<file path="config.mk">
export PLATFORM = sky130hd
export DESIGN_NAME = afifo_rstream
export DESIGN_NICKNAME = d
export VERILOG_FILES = /design/src/rtl/afifo_pkg.sv /design/src/rtl/afifo_rstream_buf.sv /design/src/rtl/afifo_rstream.sv
export SDC_FILE = /design/constraint.sdc
export NUM_CORES = 1
export LEC_CHECK = 0
export BUFFER_PORTS_ARGS = -buffer_cell sky130_fd_sc_hd__buf_2
export CORE_ASPECT_RATIO = 2
export CORE_MARGIN = 5
export CORE_UTILIZATION = 37
export CTS_CLUSTER_SIZE = 10
export DETAILED_ROUTE_END_ITERATION = 8
export PLACE_DENSITY_LB_ADDON = 0.08
export SETUP_SLACK_MARGIN = 0.02
export SYNTH_ARGS = -nofsm -noshare
export SYNTH_HDL_FRONTEND = slang
export SYNTH_SLANG_ARGS = --single-unit
</file>
<file path="constraint.sdc">
create_clock -name rclk -period 2.19 [get_ports rclk]
set_input_delay 0.3285 -clock rclk [delete_from_list [all_inputs] [get_ports rclk]]
set_output_delay 0.3285 -clock rclk [all_outputs]
set_load 0.1 [all_outputs]
</file>
<file path="src/rtl/afifo_pkg.sv">
// Shared types for the async FIFO read-side stream adapter.
package afifo_pkg;

  typedef enum logic [1:0] {
    RS_EMPTY,
    RS_ONE,
    RS_TWO
  } afifo_rstream_state_e;

  localparam int AFIFO_RSTREAM_DEPTH = 2;

endpackage

</file>
<file path="src/rtl/afifo_rstream_buf.sv">
// Two-entry prefetch shift buffer: entry 0 is the head presented downstream,
// entry 1 holds the word prefetched while the consumer is stalled.
module afifo_rstream_buf
  import afifo_pkg::*;
#(
  parameter int DATA_WIDTH = 32
) (
  input  logic                 clk,
  input  logic                 rst,
  input  logic                 push,
  input  logic                 pop,
  input  logic                 flush,
  input  logic [DATA_WIDTH-1:0] wdata,
  output logic [DATA_WIDTH-1:0] head,
  output afifo_rstream_state_e state
);

  logic [DATA_WIDTH-1:0] ent [AFIFO_RSTREAM_DEPTH];

  // NOTE: all state here is updated with non-blocking assignments so the
  // entry shift (ent[0] <= ent[1]) reads the pre-edge value of ent[1].
  always_ff @(posedge clk) begin
    if (rst) begin
      state  <= RS_EMPTY;
      // NOTE: the entries are reset as well because entry 0 drives m_data,
      // which must read zero out of reset.
      ent[0] <= '0;
      ent[1] <= '0;
    end else if (flush) begin
      state <= RS_EMPTY;
    end else begin
      case (state)
        RS_EMPTY: begin
          if (push) begin
            ent[0] <= wdata;
            state  <= RS_ONE;
          end
        end
        RS_ONE: begin
          if (push && pop) begin
            ent[0] <= wdata;
          end else if (push) begin
            ent[1] <= wdata;
            state  <= RS_TWO;
          end else if (pop) begin
            state <= RS_EMPTY;
          end
        end
        RS_TWO: begin
          // Push without pop cannot occur here: rinc is held low when full.
          if (pop) begin
            ent[0] <= ent[1];
            if (push) ent[1] <= wdata;
            else      state  <= RS_ONE;
          end
        end
        default: state <= RS_EMPTY;
      endcase
    end
  end

  assign head = ent[0];

endmodule

</file>
<file path="src/rtl/afifo_rstream.sv">
// Read-domain async FIFO consumer re-presenting words as a valid/ready stream.
// Optional statistics counters are enabled by defining AFIFO_RSTREAM_STATS_EN.
module afifo_rstream
  import afifo_pkg::*;
#(
  parameter int DATA_WIDTH = 32,
  parameter int CNT_WIDTH  = 16
) (
  input  logic                  rclk,
  input  logic                  rrst,
  input  logic                  rempty,
  input  logic [DATA_WIDTH-1:0] rdata,
  output logic                  rinc,
  input  logic                  flush,
  output logic                  m_valid,
  input  logic                  m_ready,
  output logic [DATA_WIDTH-1:0] m_data,
  output logic [CNT_WIDTH-1:0]  pop_cnt,
  output logic [CNT_WIDTH-1:0]  stall_cnt
);

  afifo_rstream_state_e state;
  logic                 pop;

  assign m_valid = (state != RS_EMPTY);
  assign pop     = m_valid && m_ready;
  // Pop from the FIFO only when the buffer has room after this cycle's transfer.
  assign rinc    = !rrst && !flush && !rempty && ((state != RS_TWO) || m_ready);

  afifo_rstream_buf #(
    .DATA_WIDTH(DATA_WIDTH)
  ) u_buf (
    .clk  (rclk),
    .rst  (rrst),
    .push (rinc),
    .pop  (pop),
    .flush(flush),
    .wdata(rdata),
    .head (m_data),
    .state(state)
  );

`ifdef AFIFO_RSTREAM_STATS_EN
  logic [CNT_WIDTH-1:0] pop_q;
  logic [CNT_WIDTH-1:0] stall_q;

  always_ff @(posedge rclk) begin
    if (rrst) begin
      pop_q   <= '0;
      stall_q <= '0;
    end else begin
      if (rinc && (pop_q != '1))
        pop_q <= pop_q + CNT_WIDTH'(1);
      if ((state == RS_EMPTY) && rempty && m_ready && (stall_q != '1))
        stall_q <= stall_q + CNT_WIDTH'(1);
    end
  end

  assign pop_cnt   = pop_q;
  assign stall_cnt = stall_q;
`else
  assign pop_cnt   = '0;
  assign stall_cnt = '0;
`endif

endmodule

</file>
* Yosys cells after proc, flatten, opt, wreduce, memory -nomap -nowiden
Memory sizes are Yosys's and may differ from the RTL's.
Index checks and enable logic that the tools add are counted.
Widths: inputs -> output; s select.
** Operators by class
- $add $sub $neg :: 0
- Eq/ne operators :: 8
- Muxes and demuxes :: 39
- Shift operators :: 0
- Order comparisons :: 0
- Multipliers :: 0
- Reductions and logical operators :: 13
- Div/mod/pow operators :: 0
- Bitwise logic cells :: 5
** Operator list (count)
- $mux 32 :: 5
- $mux 1 :: 27
- $mux 2 :: 6
- $ne 2x2->1 const B :: 3
- $pmux 2 s3 :: 1
- $logic_and 1x1->1 :: 5
- $or 1x1->1 :: 5
- $reduce_and 5->1 :: 1
- $ne 2x1->1 const B :: 2
- $logic_not 1->1 :: 3
- $ne 3x1->1 const B :: 1
- $eq 2x1->1 const B :: 1
- $eq 2x2->1 const B :: 1
- $logic_not 2->1 :: 1
- $reduce_bool 2->1 :: 1
- $reduce_or 2->1 :: 1
- $logic_or 1x1->1 :: 1
** Word-level totals
- Output and inout port bits :: 66
- Memories kept :: 1
- RAM bits :: 64
- Register bits :: 2
- Bits in latches :: 0
- Word-level logic and storage cells :: 67
- Bits of input ports :: 37
- Memory bits (read-only) :: 0
** Memory list
- u_buf.ent :: depth 2, width 32, rd ports 2, clocked after memory_dff 0, wr ports 2, RTL line afifo_rstream_buf.sv:18 : logic [DATA_WIDTH-1:0] ent [AFIFO_RSTREAM_DEPTH];

* Logic depth before layout (Yosys ltp)
- Word-level depth :: 12
- Gate-level depth with buffers :: 5

* Cells and area by module
A second synthesis with hierarchy kept.
** Unflattened totals
- Cell total of the unflattened synthesis :: 230
- Area, all modules :: 3259.4 µm²
** By module, submodules not included
- afifo_rstream_buf :: area each 2984.1 µm², instances 1, cells an instance 193
- afifo_rstream :: area each 275.3 µm², instances 1, cells an instance 37

* Least setup slack after synthesis
Ideal clock, no wire load.
- Path type :: input-to-output
- Start :: in flush
- End :: out rinc
- Arrival time :: 2.971 ns
- Stages on the path :: 3
- Data required time :: 1.862 ns
- Setup slack :: -1.110 ns
- Buffers on the path :: 1
- Cell sequence :: or2_1 -> buf_6 -> a211oi_1
** Between the ends
- Word-level cells in the longest chain between the ends :: 4
** Ends and longest elaborated chain
- from (decl) :: RTL line afifo_rstream.sv:14 : input logic flush,
- $logic_not 1->1 :: RTL line afifo_rstream.sv:28 : assign rinc = !rrst && !flush && !rempty && ((state != RS_TWO) || m_ready);
- $logic_and 1x1->1 (3 in a row) :: RTL line afifo_rstream.sv:28
- to (decl) :: RTL line afifo_rstream.sv:13 : output logic rinc,
No other way between the ends.

* Worst setup path in the final report
Ends and elaborated chain as after synthesis.

==> results.json <==
{
  "insertedDiodeCount": 0,
  "dr_total_vias": 1721,
  "p_comb_frac": 0.201,
  "yosys_warnings": 0,
  "first_global_vias": 1815,
  "clockRootBuffer": "sky130_fd_sc_hd__clkbuf_16",
  "netlist.area_leader.share": 0.5977,
  "utilization": 0.4165,
  "skew_pair_late_insertion_delay_ps": 330,
  "antenna_violating_nets_post_route": 0,
  "ys_dominant_reg_cell": "sky130_fd_sc_hd__edfxtp_1",
  "detail_route.iter0.violations": 79,
  "layout.cells.most_common": "sky130_fd_sc_hd__buf_2",
  "worst_path_buffer_plus_inverter_count": 3,
  "placed_cells_incl_taps": 358,
  "power_frac_seq": 0.415,
  "hold_viol_final": 0,
  "first_pass_grt_wire_length_mm": 9.501,
  "post_drt_wl_per_cell_um": 15.79,
  "worstPathArrival_ps": 1510,
  "cts.hold.buffers_added": 0,
  "clkTransAtPathRegs_ps": 60,
  "post_dp_cell_area_sq_mm": 0.003297,
  "synth_top_cell_by_area": "sky130_fd_sc_hd__edfxtp_1",
  "rsz_0062_raised_after_global_routing": "false",
  "netlist_instances": 227,
  "max-clock-path-buffers": 2,
  "drive_above_1_share": 0.3467,
  "gr-usage-all-layers": 0.1172,
  "synth_edf_count": 64,
  "cpLargestDelayFamily": "buffers and inverters",
  "status": "completed",
  "fin_hold_ws_ps": 290.4,
  "cts_post_setup_buffers_inserted": 0,
  "post_synth.cell_area_avg_sq_um": 14.17,
  "critical_path_peak_fanout": 4,
  "maximum_number_of_pins_on_one_net_before_global_route_repair": 33,
  "die_y_um": 141.8,
  "drt_pass1_iterations": 4,
  "design.core.area_sq_mm": 0.008588,
  "crit_path_cell_trace": "buf_2 -> or2_1 -> buf_4 -> a211oi_4 -> buf_12",
  "post-route-worst-setup-slack_ps": 347.1,
  "cp-start-kind": "primary input",
  "instances_no_fill": 374,
  "grt.overflow.total": 0,
  "clock_power_share": 0.384,
  "placementRows": 48,
  "asyncSetResetFlopFracSynth": 0,
  "fin_setup_tns_ps": 0,
  "dp_slack_ps": 152.0,
  "route.final.wire_length_mm": 5.905,
  "netlist_area_sq_mm": 0.003216,
  "finalMaxSlewViolations": 0,
  "detail_route.drc_violations": 0,
  "fmaxAchievable_ghz": 0.5426,
  "floorplan.die_area_sq_mm": 0.01077,
  "synth_cell_types": 26,
  "top_level_ports": 103,
  "io_buffer_count": 70,
  "worstSetupPathType": "in2out",
  "final_net_count": 306,
  "floorplan.initialDensity": 0.3744,
  "postLayoutCellArea_sq_mm": 0.003577,
  "vdd.ir_drop.worst_mv": 0.3971,
  "synth_top_cells_by_area": "sky130_fd_sc_hd__edfxtp_1 (60%), sky130_fd_sc_hd__buf_4 (16%), sky130_fd_sc_hd__a22o_1 (8.7%)",
  "cts_buffers": 9,
  "place_congestion": 0.6785,
  "synth_seq_cells": 66,
  "most-common-layout-cells": "sky130_fd_sc_hd__buf_2 (69), sky130_fd_sc_hd__edfxtp_1 (64), sky130_fd_sc_hd__and2_1 (32), sky130_fd_sc_hd__a22o_1 (32), sky130_fd_sc_hd__conb_1 (32)",
  "worst-endpoint-required_ps": 1860,
  "max_slew.worst_pin.slew_ps": 746.7,
  "detailed_place_hpwl_mm": 3.740,
  "cts_sinks": 66,
  "crit_slowest_cell": "sky130_fd_sc_hd__or2_1",
  "design_power_total_mw": 3.586,
  "timing.hold.worst.class": "in2reg",
  "worstSetupEndpointType": "primary output",
  "worst_path_largest_cell_delay_ps": 390,
  "leakage_nw": 1.546,
  "slew-limit-headroom": 0.5011,
  "finalCriticalPeriod_ps": 1843,
  "drv_cap": 0,
  "cts_tree": "done",
  "power.internal_mw": 2.434,
  "finClkSkew_ps": 7.059,
  "avg_vias_per_cell": 4.602,
  "h_tree_levels": 3,
  "area_delta_synth_final_pct": 11.25,
  "synth_sequential_area_ratio": 0.6101,
  "number_of_endpoints_failing_setup_at_the_final_stage": 0,
  "post-route-period-util": 0.8415,
  "power_switching_mw": 1.152,
  "power_switching_share": 0.3213,
  "die_width_um": 75.92,
  "cts_resized": 0,
  "power_density_mw_per_mm2": 1003,
  "grt_antenna_before_repair": 0
}
==> power by group through the flow <==
stage / clock (mW) / sequential [mW] / combinational (mW)
floorplan: 0 / 1.51 / 0.718
global placement: 0 / 1.51 / 0.725
detailed placement: 0 / 1.51 / 0.726
CTS: 1.41 / 1.49 / 0.727
global route: 1.48 / 1.49 / 0.748
finish: 1.38 / 1.49 / 0.721
==> worst paths after layout <==
| check | from | cells after the start | slack, ps | end |
|---|---|---|---|---|
| max | flush | 5 | 350 | rinc |
| min | rdata[12] | 2 | 290 | u_buf.ent[0][44] |
| max reg2reg | u_buf.state[1] | 3 | 410 | u_buf.ent[0][12] |
| min reg2reg | u_buf.ent[0][35] | 1 | 540 | u_buf.ent[0][3] |
==> cell type report <==
cell class,instances,area (sq um)
Tap cell,100,125.1
Multi-Input combinational cell,117,798.3
Clock inverter,3,40.04
Timing Repair Buffer,74,407.9
Fill cell,838,5011
Sequential cell,66,1962
Inverter,1,3.754
Clock buffer,13,240.2
==> flip-flops by register name (all words and copies together), names as in the netlist <==
signal and flops:
u_buf.ent 64, u_buf.state 2
==> per-layer routing <==
| metal | GRT usage | vias up | wire length [um] |
|---|---|---|---|
| met5 | 0 | - | 0 |
| met4 | 0.05910 | 0 | 142 |
| met3 | 0.05718 | 13 | 475 |
| met2 | 0.1980 | 81 | 3135 |
| met1 | 0.1180 | 817 | 2151 |
| li1 | - | 810 | - |
==> Yosys cell counts (all sizes together) (2+ instances only) <==
master,number
buf,74
dfxtp,2
a22o,32
nor2,4
and2,32
or2,3
a211o,2
edfxtp,64
==> kinds of logic (layout without fill, tap and decap cells) <==
logic type,count (synthesis),after routing,synth area share
buf+inv,75,91,0.1821
flops,66,66,0.6101
simple gates,44,44,0.09417
other cells,1,32,0.001166
compound gates,40,40,0.1090
mux,1,1,0.003502
Note: power is estimated with default switching activity, not from simulation.
